`src/rtl/subr8s_serial_if.sv`:
```
// subr8s_serial_if: operand/result handshake bundle for the serial subtractor
interface subr8s_serial_if;
  logic       in_valid;
  logic       in_ready;
  logic [8:0] sum;
  logic [7:0] a;
  logic       out_valid;
  logic       out_ready;
  logic [7:0] b;
  logic       err;
  modport master (output in_valid, sum, a, out_ready, input in_ready, out_valid, b, err);
  modport slave  (input in_valid, sum, a, out_ready, output in_ready, out_valid, b, err);
endinterface

```
`src/rtl/subr8s_serial.sv`:
```
// subr8s_serial: bit-serial B = O - A recovery over a 10-bit sign-extended datapath
module subr8s_serial (
  input  logic             clk,
  input  logic             rst,
  subr8s_serial_if.slave   io
);
  typedef enum logic [1:0] {IDLE, RUN, DONE} state_t;
  state_t     state_q, state_d;
  logic [3:0] cnt_q, cnt_d;
  logic [9:0] s_q, s_d, x_q, x_d, d_q, d_d;
  logic       c_q, c_d, err_q, err_d;
  logic [7:0] b_q, b_d;
  logic       bit_d, nx;
  assign nx = ~x_q[0];
  assign bit_d = s_q[0] ^ nx ^ c_q;
  always_comb begin
    state_d = state_q;
    cnt_d   = cnt_q;
    s_d     = s_q;
    x_d     = x_q;
    d_d     = d_q;
    c_d     = c_q;
    b_d     = b_q;
    err_d   = err_q;
    if (state_q == IDLE && io.in_valid) begin
      state_d = RUN;
      s_d     = {io.sum[8], io.sum};
      x_d     = {{2{io.a[7]}}, io.a};
      c_d     = 1'b1;
      cnt_d   = 4'd0;
    end else if (state_q == RUN && cnt_q == 4'd10) begin
      state_d = DONE;
      b_d     = d_q[7:0];
      err_d   = ~(d_q[9] == d_q[8] && d_q[8] == d_q[7]);
    end else if (state_q == RUN) begin
      s_d   = {1'b0, s_q[9:1]};
      x_d   = {1'b0, x_q[9:1]};
      d_d   = {bit_d, d_q[9:1]};
      c_d   = (s_q[0] & nx) | (s_q[0] & c_q) | (nx & c_q);
      cnt_d = cnt_q + 4'd1;
    end else if (state_q == DONE && io.out_ready) begin
      state_d = IDLE;
    end
  end
  always_ff @(posedge clk) begin
    if (rst) begin
      state_q <= IDLE;
      cnt_q   <= '0;
      s_q     <= '0;
      x_q     <= '0;
      d_q     <= '0;
      c_q     <= 1'b0;
      b_q     <= '0;
      err_q   <= 1'b0;
    end else begin
      state_q <= state_d;
      cnt_q   <= cnt_d;
      s_q     <= s_d;
      x_q     <= x_d;
      d_q     <= d_d;
      c_q     <= c_d;
      b_q     <= b_d;
      err_q   <= err_d;
    end
  end
  assign io.in_ready  = state_q == IDLE;
  assign io.out_valid = state_q == DONE;
  assign io.b         = b_q;
  assign io.err       = err_q;
endmodule

```
`src/flat_wrapper.sv`:
```
// flat-port wrapper written by rule: the top's interface ports become plain ports
module subr8s_serial_flat 
  (clk, rst, io_in_valid, io_sum, io_a, io_out_ready, io_in_ready, io_out_valid, io_b, io_err);
  subr8s_serial_if io_i ();
  input  logic clk;
  input  logic rst;
  input wire logic [$bits(io_i.in_valid)-1:0] io_in_valid;
  input wire logic [$bits(io_i.sum)-1:0] io_sum;
  input wire logic [$bits(io_i.a)-1:0] io_a;
  input wire logic [$bits(io_i.out_ready)-1:0] io_out_ready;
  output wire logic [$bits(io_i.in_ready)-1:0] io_in_ready;
  output wire logic [$bits(io_i.out_valid)-1:0] io_out_valid;
  output wire logic [$bits(io_i.b)-1:0] io_b;
  output wire logic [$bits(io_i.err)-1:0] io_err;
  assign io_i.in_valid = io_in_valid;
  assign io_i.sum = io_sum;
  assign io_i.a = io_a;
  assign io_i.out_ready = io_out_ready;
  assign io_in_ready = io_i.in_ready;
  assign io_out_valid = io_i.out_valid;
  assign io_b = io_i.b;
  assign io_err = io_i.err;
  subr8s_serial u_core (.clk(clk), .rst(rst), .io(io_i));
endmodule
```
`config.mk`:
```
export PLATFORM = sky130hd
export DESIGN_NAME = subr8s_serial_flat
export DESIGN_NICKNAME = d
export VERILOG_FILES = /design/src/rtl/subr8s_serial_if.sv /design/src/rtl/subr8s_serial.sv /design/src/flat_wrapper.sv
export SDC_FILE = /design/constraint.sdc
export NUM_CORES = 1
export LEC_CHECK = 0
export ABC_AREA = 0
export BUFFER_PORTS_ARGS = -buffer_cell sky130_fd_sc_hd__buf_4
export CELL_PAD_IN_SITES_DETAIL_PLACEMENT = 0
export CELL_PAD_IN_SITES_GLOBAL_PLACEMENT = 1
export CORE_ASPECT_RATIO = 0.5
export CORE_MARGIN = 4
export CORE_UTILIZATION = 35
export CTS_BUF_LIST = sky130_fd_sc_hd__clkbuf_2 sky130_fd_sc_hd__clkbuf_4 sky130_fd_sc_hd__clkbuf_8
export DETAILED_ROUTE_END_ITERATION = 12
export PLACE_DENSITY_LB_ADDON = 0.1
export RECOVER_POWER = 50
export SLEW_MARGIN = 30
export SYNTH_ARGS = -nofsm -noshare
export SYNTH_HDL_FRONTEND = slang
export SYNTH_SLANG_ARGS = --single-unit
```
`constraint.sdc`:
```
create_clock -name clk -period 1.79 [get_ports clk]
set_clock_uncertainty 0.2 [all_clocks]
set_input_delay 0.179 -clock clk [delete_from_list [all_inputs] [get_ports clk]]
set_output_delay 0.179 -clock clk [all_outputs]
set_load 0.03 [all_outputs]
```
Word level (Yosys, flattened, before mapping)
Index checks and enable logic that the tools add are counted.

cells by class
  add/subtract/negate cells = 1
  equal/unequal tests = 8
  multiplexer cells = 13
  bitwise logic cells = 11
  reductions and logical operators = 15

operators by type and width
  kind                                                                     number
  10-bit 2-to-1 mux                                                        6
  2-bit AND reduction                                                      5
  2-bit 2-to-1 mux                                                         3
  4-bit by 1-bit adder with 4-bit output, second input constant            1
  4-bit equality test, second input constant                               1
  1-bit logical AND                                                        4
  1-bit 2-to-1 mux                                                         4
  2-bit by 1-bit inequality test with 1-bit output, second input constant  2
  1-bit NOT                                                                4
  2-bit nonzero test                                                       2
  1-bit bitwise AND                                                        3
  3-bit by 1-bit inequality test with 1-bit output, second input constant  1
  3-bit AND reduction                                                      1
  3-bit nonzero test                                                       1
  1-bit equality test                                                      2
  2-bit by 1-bit equality test with 1-bit output, second input constant    1
  2-bit equality test, second input constant                               1
  2-bit logical NOT                                                        1
  1-bit bitwise OR                                                         2
  2-bit OR reduction                                                       1
  1-bit bitwise XOR                                                        2

storage, ports and cells
  register bits = 46
  bits of input ports = 21
  word-level logic and storage cells = 57

Longest topological paths before layout
Gate-level depths: netlist of the first run.

  word-level depth = 7
  depth in mapped cells = 7
  depth with buffers taken out = 5

Worst setup path before layout of the first run
OpenSTA, ideal clock, no wires.

  kind = register to register
  start point = reg u_core.cnt_q[0]
  end point = reg u_core.x_q[4]
  setup time = 0.091 ns
  data arrival time = 1.315 ns
  required time = 1.499 ns
  setup slack = 0.185 ns
  cell stages (with the launch flop) = 7
  path buffers = 1
  period minus slack after synthesis = 1.605 ns
  cells stage by stage = dfxtp_1 -> inv_1 -> ha_1 -> nand3b_1 -> buf_2 -> nand3_1 -> a311oi_1

on the way
  longest elaborated chain between the ends = 4

RTL lines
  what                                                               RTL line             text
  start, declared                                                    subr8s_serial.sv:9   logic [3:0] cnt_q, cnt_d;
  start signal, assigned                                             subr8s_serial.sv:57  cnt_q <= cnt_d;
  4-bit equality test                                                subr8s_serial.sv:31  end else if (state_q == RUN && cnt_q == 4'd10) begin
  1-bit logical AND                                                  subr8s_serial.sv:31
  2-bit by 1-bit inequality test with 1-bit output (no source line)  n/a
  2-bit AND reduction (no source line)                               n/a
  end signal, assigned                                               subr8s_serial.sv:50  x_q <= '0;
  end signal, assigned                                               subr8s_serial.sv:59  x_q <= x_d;
  end, declared                                                      subr8s_serial.sv:10  logic [9:0] s_q, s_d, x_q, x_d, d_q, d_d;

No other way between the ends.
A chain may end at the register's enable or synchronous reset.

Final worst setup path of the first run
  start point = reg u_core.cnt_q[0]
  end point = reg u_core.d_q[0]

on the way
  longest elaborated chain between the ends = 4

RTL lines
  what                                  RTL line             text
  4-bit equality test                   subr8s_serial.sv:31
  1-bit logical AND                     subr8s_serial.sv:31
  1-bit NOT (no source line)            n/a
  3-bit AND reduction (no source line)  n/a
  end signal, assigned                  subr8s_serial.sv:51  d_q <= '0;
  end signal, assigned                  subr8s_serial.sv:60  d_q <= d_d;
  end, declared                         subr8s_serial.sv:10

No other way between the ends.

==> results of run 1 <==
## cell type report
cell class	instances	area, um2	share of cell area [%]
multi-input cells	156	933.4	36.99
flip-flops and latches	46	922.1	36.54
repair buffers	60	479.2	18.99
well taps	73	91.34	3.619
clock buffers	6	82.58	3.272
inverters	4	15.01	0.5949
## metal layers
metal / vias to the layer above / global-route usage [%] / part of all wire (%)
met5: - / 0 / 0
met4: 0 / 4.907 / 0.87
met3: 4 / 4.122 / 5.0
met2: 35 / 25.14 / 44
met1: 916 / 18.91 / 50
li1: 935 / - / -
## report_power, final
| group | leakage [nW] | total (mW) | switching (mW) | internal, mW |
|---|---|---|---|---|
| registers | 0.375 | 1.09 | 0.0260 | 1.07 |
| clock network | 0.0431 | 0.631 | 0.333 | 0.298 |
| logic | 0.466 | 0.264 | 0.138 | 0.126 |
## timing repair
item | in CTS | in global routing
resized for setup | 0 | 3
hold endpoints to repair | 20 | 0
setup endpoints to repair | 0 | 6
hold buffers | 17 | 0
## cell families (layout without fill, tap and decap cells)
family          Yosys count  count (layout)  share of synthesized area (%)
compound gates          100             100                          29.03
simple gates             50              50                          14.11
flops                    46              46                          46.35
buf+inv                  29              70                          6.738
fa+ha+maj                 3               3                          2.267
mux                       2               2                          1.071
xor+xnor                  1               1                         0.4409
## layout by cell type (no fill, tap or decap), types with 3 or more instances in the layout
master / instances
a21oi_1: 37
a311oi_1: 6
a32oi_1: 12
buf_4: 30
clkbuf_1: 9
clkbuf_8: 6
dfxtp_1: 45
dlygate4sd3_1: 17
inv_1: 4
nand2_1: 3
nand2b_1: 3
nand3_1: 25
nor2_1: 5
o21ai_0: 40
## worst max-delay path, delay by kind of cell (launching register included)
kind / cells / cell delay, ns
buffers and inverters: 2 / 0.22
DFF: 1 / 0.35
adders and majority gates: 1 / 0.22
and+or+nand+nor: 1 / 0.27
AOI/OAI and AO/OA: 2 / 0.28
## final timing paths
kind / slack [ns] / startpoint / end
setup reg to reg: 0.12 / u_core.cnt_q[0]$_SDFFE_PP0P_ / u_core.d_q[0]$_SDFFE_PP0P_
setup / recovery: 0.12 / u_core.cnt_q[0]$_SDFFE_PP0P_ / u_core.d_q[0]$_SDFFE_PP0P_
hold reg to reg: 0.27 / u_core.d_q[0]$_SDFFE_PP0P_ / u_core.io.b[0]$_SDFFE_PP0P_
hold / removal: 0.05 / io_out_ready / u_core.state_q[1]$_SDFFE_PP0P_
## metrics by stage
stage / utilization (%) / cell area [um2] / std cells
6_report: 45.96 / 2524 / 345
5_1_grt: 45.96 / 2524 / 345
4_1_cts: 46.66 / 2562 / 345
3_5_place_dp: 42.06 / 2310 / 322
3_3_place_gp: 42.06 / 2310 / 322
2_1_floorplan: - / 1987 / 231
## sequential cells by signal, summed over array words and instances (netlist names)
| name | count |
|---|---|
| u_core.c_q | 1 |
| u_core.s_q | 10 |
| u_core.cnt_q | 4 |
| u_core.io.b | 8 |
| u_core.io.err | 1 |
| u_core.d_q | 10 |
| u_core.x_q | 10 |
| u_core.state_q | 2 |
==> qor.csv, run 1 <==
metric,value,unit
most instantiated library cell after synthesis,dfxtp_1,
global placement routability congestion,0.7348,
clock tree from TritonCTS,built,
leakage power,0.8847,nW
WHS,0.04740,ns
Crit path required time,1.75,ns
maximum fanout encountered on the critical timing path,18,
library cell occupying the most area in the post-synthesis netlist,dfxtp_1,
Slew @ Worst Pin,0.4835,ns
nets@finish,297,
fraction of registers with async set/reset,0,%
Chip Width,114.6,um
flip-flop cell with the highest count after synthesis,dfxtp_1,
number of remaining DRC errors,0,
Antenna Diode Count,0,
starting density of the core,36.18,%
core footprint,5492,um2
number of search-and-repair iterations in the first detailed-routing pass,4,
number of cell rows,19,
unrepaired setup endpoints after global routing,false,
overall routing resource usage,14.89,%
worst slew margin relative to its limit,67.77,%
slack of the critical path,0.1184,ns
die height,61.28,um
Crit path largest cell delay,0.35,ns
"EDFF count, synth",0,
first-pass GRT wire length,8.293,mm
count of maximum capacitance violations,0,
Inserted Clock Buffers,5,
total number of yosys warnings,0,
"Clk Latency, worst-skew pair",0.29,ns
Post-CTS Setup Inserts,0,
instance count along the most critical hold path,4,
clock sink count,46,
slowest library cell on the worst path,dfxtp_2,
P per Cell Area,787.1,nW/um2
via count of the routed design,1890,
# fillers,566,
number of I/O port buffers,31,
final setup violating endpoints,0,
synth cell count leaders,"dfxtp_1, o21ai_0, a21oi_1",
distinct cell type count of the synthesized netlist,32,
Worst IR Drop VDD,0.3208,mV
total nets after synthesis,255,
share of Yosys cell area claimed by the top area cell type,46.35,%
# H-tree levels,2,
path category of the worst min-delay check,input pin to flip-flop,
total length of routed wires,5.045,mm
final-layout setup total negative slack,0,ns
part of the Yosys area used for sequential elements,46.35,%
synthesized area per cell,8.601,um2
startpoint class of the critical path,flip-flop,
share of final-layout standard cells stronger than drive strength 1,16.54,%
Achievable Freq,0.5982,GHz
maximum buffer depth of the clock tree,2,
antenna-violating nets left,0,
"Hold Vio Cnt, Final",0,
Wirelength per Cell,14.62,um
master cell of the clock root buffer,clkbuf_8,
worst slack after detailed placement,0.09721,ns
vias in the first global route,1795,
cell breakdown of the critical path,inv_1 -> ha_1 -> and3b_2 -> buf_12 -> o21ai_0 -> a21oi_1,
ratio of final minimum period to clock period,93.39,%
endpoint class of the critical path,flip-flop,
arrival time at the worst endpoint,1.63,ns
"Area growth, synth to finish",27.02,%
Iteration-0 DRC Markers,173,
Die Outline Area,7019,um2
residual overflow from global routing,0,
detailed placer's ending HPWL,3.093,mm
category of the most critical setup path,flip-flop to flip-flop,
gate count of the mapped netlist,231,
number of storage elements in the synthesis netlist,46,
io pins,32,
drt via density,5.478,
run status,completed,
initial antenna violation count,0,
clock period minus worst slack,1.672,ns
Area contributors post-synth,"dfxtp_1, o21ai_0, a21oi_1, nand3_1, a32oi_1",
power consumption,1.986,mW
maximum number of pins on one net before global-route repair,45,
Worst Reg-to-Reg Cells,6,
Slew Limit Fails,0,
Post-Synthesis Cell Area,1987,um2
Clock Pin Slew Worst Setup and Hold Paths,0.08,ns
Note: power is estimated with default switching activity, not from simulation.
==> inputs of run 2 (changes only) <==
Settings changed: CORE_ASPECT_RATIO 0.5 to 1.2.
Clock period 1.79 ns to 1.38 ns, I/O delays scaled along.
==> run 2 against run 1 <==
  * The run now ends with setup timing left
  * Via count is 2.5% higher
  * Critical path depth rose by 1
  * Flip-flop and latch count did not move
  * Worst hold slack better by 0.0061 ns
  * Sequential power rose by 30%
  * Non-clock buffer count grew 19
  * Setup slack lost 0.27 ns
  * Register-to-register slack lost 0.27 ns
  * Total power increased by 46%
  * Combinational power grew 75%
  * Highest routed layer unchanged
==> qor.csv, run 2 (synthesis results as in run 1) <==
metric,value,unit,change
count of maximum capacitance violations,0,,unchanged
violated checks,setup timing,,
count of buffering cells on the critical path with inverters included,3,,+1
"Hold Vio Cnt, Final",0,,unchanged
Worst path most repeated cell,buf_6,,
relative contribution of the clock network to total power,35.2,%,+3.4 points
endpoint class of the critical path,flip-flop,,
final-layout setup total negative slack,-3.784,ns,-3.784 ns
global placement routability congestion,0.7591,,+3.3%
maximum number of pins on one net before global-route repair,24,,-47%
Layout Cell Area excl Fill,3038,um2,+20%
unrepaired setup endpoints after global routing,true,,
antenna-violating nets left,0,,unchanged
share of final-layout standard cells stronger than drive strength 1,40.75,%,+24 points
category of the most critical setup path,flip-flop to flip-flop,,
arrival time at the worst endpoint,1.53,ns,-0.10 ns
number of search-and-repair iterations in the first detailed-routing pass,4,,unchanged
nets@finish,316,,+6.4%
maximum fanout encountered on the critical timing path,6,,-12
clock period minus worst slack,1.529,ns,-0.1424 ns
"delay-heaviest family, CP",flip-flops,,
"Clk Latency, worst-skew pair",0.29,ns,about the same
die height,90.54,um,+48%
Iteration-0 DRC Markers,125,,-28%
number of remaining DRC errors,0,,unchanged
Achievable Freq,0.6539,GHz,+9.3%
Post-CTS Setup Inserts,0,,unchanged
Worst IR Drop VDD,0.4432,mV,+38%
sequential power share,48.8,%,-6.2 points
leakage power,1.105,nW,+25%
Slew @ Worst Pin,0.2885,ns,-0.1950 ns
power consumption,2.900,mW,+46%
run status,finished with violations,,
Clock Pin Slew Worst Setup and Hold Paths,0.09,ns,about the same
most used cells in the layout excluding fill and tap cells,"dfxtp_1, buf_4, a21oi_1",,
io pins,32,,unchanged
leading registers by flop count,"u_core.d_q x10, u_core.s_q x10, u_core.x_q x10",,
starting density of the core,36.75,%,+0.57 points
P per Cell Area,954.6,nW/um2,+21%
via count of the routed design,1937,,+2.5%
ratio of final minimum period to clock period,110.8,%,+17 points
Slew Limit Fails,0,,unchanged
maximum buffer depth of the clock tree,2,,unchanged
worst slack after detailed placement,-0.1588,ns,-0.2560 ns
Comb pwr share,15.9,%,+2.6 points
total length of routed wires,5.494,mm,+8.9%
"Area growth, synth to finish",52.90,%,
Die Outline Area,6951,um2,-0.97%
# H-tree levels,2,,unchanged
Crit path required time,1.38,ns,-0.37 ns
Crit path largest cell delay,0.34,ns,about the same
sw power,0.7068,mW,+42%
slack of the critical path,-0.1492,ns,-0.2676 ns
number of I/O port buffers,31,,unchanged
internal power of the cells,2.193,mW,+47%
Wirelength per Cell,15.52,um,+6.1%
worst slew margin relative to its limit,80.75,%,+13 points
startpoint class of the critical path,flip-flop,,
Chip Width,76.78,um,-33%
clock tree from TritonCTS,built,,
detailed placer's ending HPWL,3.354,mm,+8.4%
number of cell rows,29,,+10
residual overflow from global routing,0,,unchanged
first-pass GRT wire length,9.259,mm,+12%
slowest library cell on the worst path,dfxtp_2,,
initial antenna violation count,0,,unchanged
cell breakdown of the critical path,inv_2 -> ha_4 -> nand3b_1 -> buf_6 -> buf_6 -> nand3_2 -> a311oi_2,,
drt via density,5.472,,-0.12%
overall routing resource usage,16.29,%,+1.4 points
path category of the worst min-delay check,input pin to flip-flop,,
net switching fraction of the power,24.37,%,-0.62 points
instance area after placement,2506,um2,+8.5%
Antenna Diode Count,0,,unchanged
clock sink count,46,,unchanged
"most common cell after layout, fill and taps aside",dfxtp_1,,
final setup violating endpoints,46,,+46
vias in the first global route,1920,,+7.0%
master cell of the clock root buffer,clkbuf_8,,
core footprint,5406,um2,-1.5%
Inserted Clock Buffers,5,,unchanged
-- run 2: changes by cell type in the layout (fill, tap and decap cells not counted), moves of 10 or more --
cell	delta
buf_4	+10
o21ai_0	-26
o21ai_1	+12
o21ai_2	+11
-- run 2: layout make-up --
type                            instances  area, um2
Fill cell                             490       2369
Tap cell                               62      77.57
Inverter                                4      15.01
Multi-Input combinational cell        156       1161
Sequential cell                        46      929.6
Clock inverter                          1      30.03
Clock buffer                            6      82.58
Timing Repair Buffer                   79      742.0
-- run 2: tightest hold or removal path, cell delays in order --
cell and delay [ns]:
buf_4 0.11, inv_1 0.04, o21ai_0 0.10, a21oi_2 0.14
-- run 2: through the flow --
| stage | hold slack [ns] | std cells | util, % |
|---|---|---|---|
| 2_1_floorplan | 0.09650 | 231 | - |
| 3_5_place_dp | 0.2062 | 327 | 46.36 |
| 3_3_place_gp | 0.2025 | 327 | 46.36 |
| 4_1_cts | 0.04680 | 353 | 53.90 |
| 5_1_grt | 0.08639 | 354 | 56.19 |
| 6_report | 0.05353 | 354 | 56.19 |
-- run 2: worst paths after layout --
kind	start	to	slack, ns	depth (start not counted)
hold reg to reg	u_core.io.b[3]$_SDFFE_PP0P_	u_core.io.b[3]$_SDFFE_PP0P_	0.27	2
hold / removal	io_out_ready	u_core.state_q[1]$_SDFFE_PP0P_	0.05	4
setup / recovery	u_core.cnt_q[0]$_SDFFE_PP0P_	u_core.x_q[8]$_SDFFE_PP0P_	-0.15	7
setup reg to reg	u_core.cnt_q[0]$_SDFFE_PP0P_	u_core.x_q[8]$_SDFFE_PP0P_	-0.15	7
-- run 2: timing repair --
action                                  in CTS  in global routing
endpoints found under the setup margin      48                 48
resized for setup                           35                 38
hold buffers                                18                  0
pin swaps                                   21                 11
cloned                                       1                  1
hold endpoints to repair                    20                  0
-- run 2: routing by layer --
metal	part of all wire [%]	up-vias	GRT usage, %	routed length [um]
met5	0	-	0	0
met4	1.3	0	5.891	69
met3	3.3	5	3.393	184
met2	49	32	26.16	2668
met1	47	916	21.44	2572
li1	-	984	-	-
-- run 2: power by group through the flow --
| stage | Clock (mW) | Sequential [mW] | Combinational, mW |
|---|---|---|---|
| 3_5_place_dp | 0 | 1.44 | 0.364 |
| 3_3_place_gp | 0 | 1.44 | 0.365 |
| 4_1_cts | 1.06 | 1.42 | 0.431 |
| 2_1_floorplan | 0 | 1.44 | 0.214 |
| 6_report | 1.02 | 1.42 | 0.462 |
| 5_1_grt | 1.12 | 1.42 | 0.505 |
==> inputs of run 3 (changes only) <==
Settings changed: CORE_MARGIN 4 to not set, REMOVE_ABC_BUFFERS set to 1, SLEW_MARGIN 30 to not set.
==> run 3 against run 2 <==
  * The flow finishes with violations (hold timing, setup timing)
  * Die area is 14% lower
  * Count of clock-buffer cells in the layout increased by 1
  * Flip-flop and latch count is the same
  * Setup slack worse by 0.058 ns
  * First-iteration DRC count shrank 28%
  * Non-clock buffer count grew 3
  * Combinational power is 5.8% higher
  * Via count increased by 2.5%
  * Core utilization up 2.2 points
  * Sequential power about the same
  * Fmax decreased by 3.7%
  * Register-to-register slack got worse by 0.06 ns
  * Critical path type unchanged
  * Largest power group unchanged
  * Highest routed layer unchanged
==> qor.csv, run 3 (synthesis results as in run 1) <==
metric,value,unit,change
Achievable Freq,0.6301,GHz,-3.7%
worst slew margin relative to its limit,71.19,%,-9.6 points
endpoint class of the critical path,flip-flop,,
Die Outline Area,5983,um2,-14%
Crit path required time,1.38,ns,about the same
clock sink count,46,,unchanged
Slew Limit Fails,0,,unchanged
Crit path largest cell delay,0.33,ns,about the same
Wirelength per Cell,15.09,um,-2.8%
master cell of the clock root buffer,clkbuf_8,,
RR Startpoint,u_core.cnt_q[0]$_SDFFE_PP0P_,,
slack of the critical path,-0.2072,ns,-0.05796 ns
cell breakdown of the critical path,inv_2 -> ha_4 -> nand3b_1 -> buf_6 -> buf_12 -> mux2i_1 -> a221oi_1,,
"reg-to-reg slack, setup",-0.21,ns,-0.06 ns
initial antenna violation count,0,,unchanged
number of search-and-repair iterations in the first detailed-routing pass,6,,+2
# H-tree levels,2,,unchanged
Worst IR Drop VDD,0.6697,mV,+51%
overall routing resource usage,19.03,%,+2.7 points
maximum number of pins on one net before global-route repair,24,,unchanged
count of maximum capacitance violations,0,,unchanged
"Hold Vio Cnt, Final",11,,+11
Clock Pin Slew Worst Setup and Hold Paths,0.08,ns,about the same
terminating pin of the worst hold path,u_core.s_q[0]$_SDFFE_PP0P_,,
unrepaired setup endpoints after global routing,true,,
path category of the worst min-delay check,input pin to flip-flop,,
maximum fanout encountered on the critical timing path,11,,+5
P per Cell Area,937.1,nW/um2,-1.8%
share of final-layout standard cells stronger than drive strength 1,39.19,%,-1.6 points
"Area growth, synth to finish",57.81,%,
startpoint class of the critical path,flip-flop,,
final-layout setup total negative slack,-4.669,ns,-0.8850 ns
final setup violating endpoints,46,,unchanged
"delay-heaviest family, CP",buffers and inverters,,
Antenna Diode Count,0,,unchanged
number of I/O port buffers,31,,unchanged
WHS,-0.03132,ns,-0.08485 ns
origin of the worst min-delay path,rst,,
die height,84.54,um,-6.6%
total length of routed wires,5.401,mm,-1.7%
drt via density,5.547,,+1.4%
category of the most critical setup path,flip-flop to flip-flop,,
via count of the routed design,1986,,+2.5%
run status,finished with violations,,
detailed placer's ending HPWL,3.059,mm,-8.8%
clock period minus worst slack,1.587,ns,+0.05796 ns
Worst Reg-to-Reg Cells,7,,unchanged
# hold bufs at CTS,19,,+1
Inserted Clock Buffers,5,,unchanged
io pins,32,,unchanged
Iteration-0 DRC Markers,90,,-28%
number of remaining DRC errors,0,,unchanged
clock tree from TritonCTS,built,,
violated checks,"hold timing, setup timing",,
maximum buffer depth of the clock tree,2,,unchanged
placed instance count,324,,-0.92%
Chip Width,70.78,um,-7.8%
leakage power,1.154,nW,+4.4%
slowest library cell on the worst path,dfxtp_2,,
instance count along the most critical hold path,2,,-2
leading registers by flop count,"u_core.d_q x10, u_core.s_q x10, u_core.x_q x10",,
number of cell rows,29,,unchanged
"Clk Latency, worst-skew pair",0.30,ns,about the same
arrival time at the worst endpoint,1.59,ns,+0.06 ns
vias in the first global route,1816,,-5.4%
Slew @ Worst Pin,0.4307,ns,+0.1423 ns
starting density of the core,37.00,%,+0.25 points
count of buffering cells on the critical path with inverters included,3,,unchanged
first-pass GRT wire length,8.901,mm,-3.9%
residual overflow from global routing,0,,unchanged
core footprint,5370,um2,-0.67%
nets@finish,319,,+0.95%
power consumption,2.938,mW,+1.3%
"most common cell after layout, fill and taps aside",dfxtp_1,,
most used cells in the layout excluding fill and tap cells,"dfxtp_1, buf_4, a21oi_1",,
global placement routability congestion,0.7433,,-2.1%
# fillers,510,,+4.1%
ratio of final minimum period to clock period,115.0,%,+4.2 points
worst reg2reg endpoint,u_core.c_q$_SDFFE_PP0P_,,
final instance count without filler cells,358,,+1.1%
antenna-violating nets left,0,,unchanged
[run 3: cell types whose count changed in the layout (fill, tap and decap cells not counted), moves of 3 or more]
cell / delta
nand3_1: +7
nand3_2: -7
o21ai_1: -7
a32oi_1: -5
o21ai_0: +5
a32oi_2: +4
buf_4: -3
o21ai_2: +3
[run 3: how the worst max path moves through the flow]
stage | start | to | cells past startpoint
2_1_floorplan | u_core.state_q[0]$_SDFFE_PP0P_ | u_core.cnt_q[3]$_SDFFE_PP0P_ | 3
4_1_cts | u_core.cnt_q[0]$_SDFFE_PP0P_ | u_core.c_q$_SDFFE_PP0P_ | 7
6_report | u_core.cnt_q[0]$_SDFFE_PP0P_ | u_core.c_q$_SDFFE_PP0P_ | 7
5_1_grt | u_core.cnt_q[0]$_SDFFE_PP0P_ | u_core.x_q[1]$_SDFFE_PP0P_ | 7
3_3_place_gp | u_core.cnt_q[0]$_SDFFE_PP0P_ | u_core.s_q[1]$_SDFFE_PP0P_ | 5
3_5_place_dp | u_core.cnt_q[0]$_SDFFE_PP0P_ | u_core.s_q[8]$_SDFFE_PP0P_ | 5
[run 3: area by class of cell]
type	count	area, um2	area share, %
timing repair buffer	82	829.5	26.46
clock inverter	1	30.03	0.9577
sequential	46	930.9	29.69
multi-input combinational	156	1169	37.27
clock buffer	7	83.83	2.674
tap	62	77.57	2.474
inverter	4	15.01	0.4789
[run 3: metrics by stage]
| stage | setup WS, ns | instance area, um2 | utilization (%) | hold slack, ns |
|---|---|---|---|---|
| 2_1_floorplan | -1.397 | 1868 | - | 0.007066 |
| 6_report | -0.2072 | 3136 | 58.39 | -0.03132 |
| 3_3_place_gp | -0.2337 | 2469 | 45.97 | 0.1969 |
| 5_1_grt | -0.2408 | 3136 | 58.39 | -0.02626 |
| 4_1_cts | -0.1834 | 3018 | 56.20 | -0.05370 |
| 3_5_place_dp | -0.2716 | 2469 | 45.97 | 0.2019 |
[run 3: layer usage]
layer	global-route usage, %	up-vias	wire [um]
li1	-	990	-
met1	23.35	950	2416
met2	33.13	42	2738
met3	3.962	4	188
met4	6.000	0	57
met5	0	-	0
[run 3: power breakdown]
| group | leakage (nW) | switching [mW] | total [mW] | internal (mW) |
|---|---|---|---|---|
| logic | 0.717 | 0.234 | 0.489 | 0.255 |
| registers | 0.377 | 0.0350 | 1.42 | 1.38 |
| clock network | 0.0593 | 0.452 | 1.03 | 0.582 |
| total | 1.15 | 0.721 | 2.94 | 2.22 |
[run 3: what timing repair did]
action,in CTS,in global routing
cloned,3,0
setup endpoints to repair,48,48
resized for setup,57,34
endpoints found under the hold margin,28,10
pin swaps,14,14
buffers inserted,4,0
[run 3: worst reg2reg max path, delay by kind of cell (launching register included)]
| kind | cells | cell delay (ns) |
|---|---|---|
| buffers and inverters | 3 | 0.39 |
| AND/OR/NAND/NOR | 1 | 0.09 |
| flip-flops | 1 | 0.33 |
| multiplexers | 1 | 0.11 |
| adder cells (fa/ha/maj) | 1 | 0.14 |
| AO/OA/AOI/OAI | 1 | 0.24 |
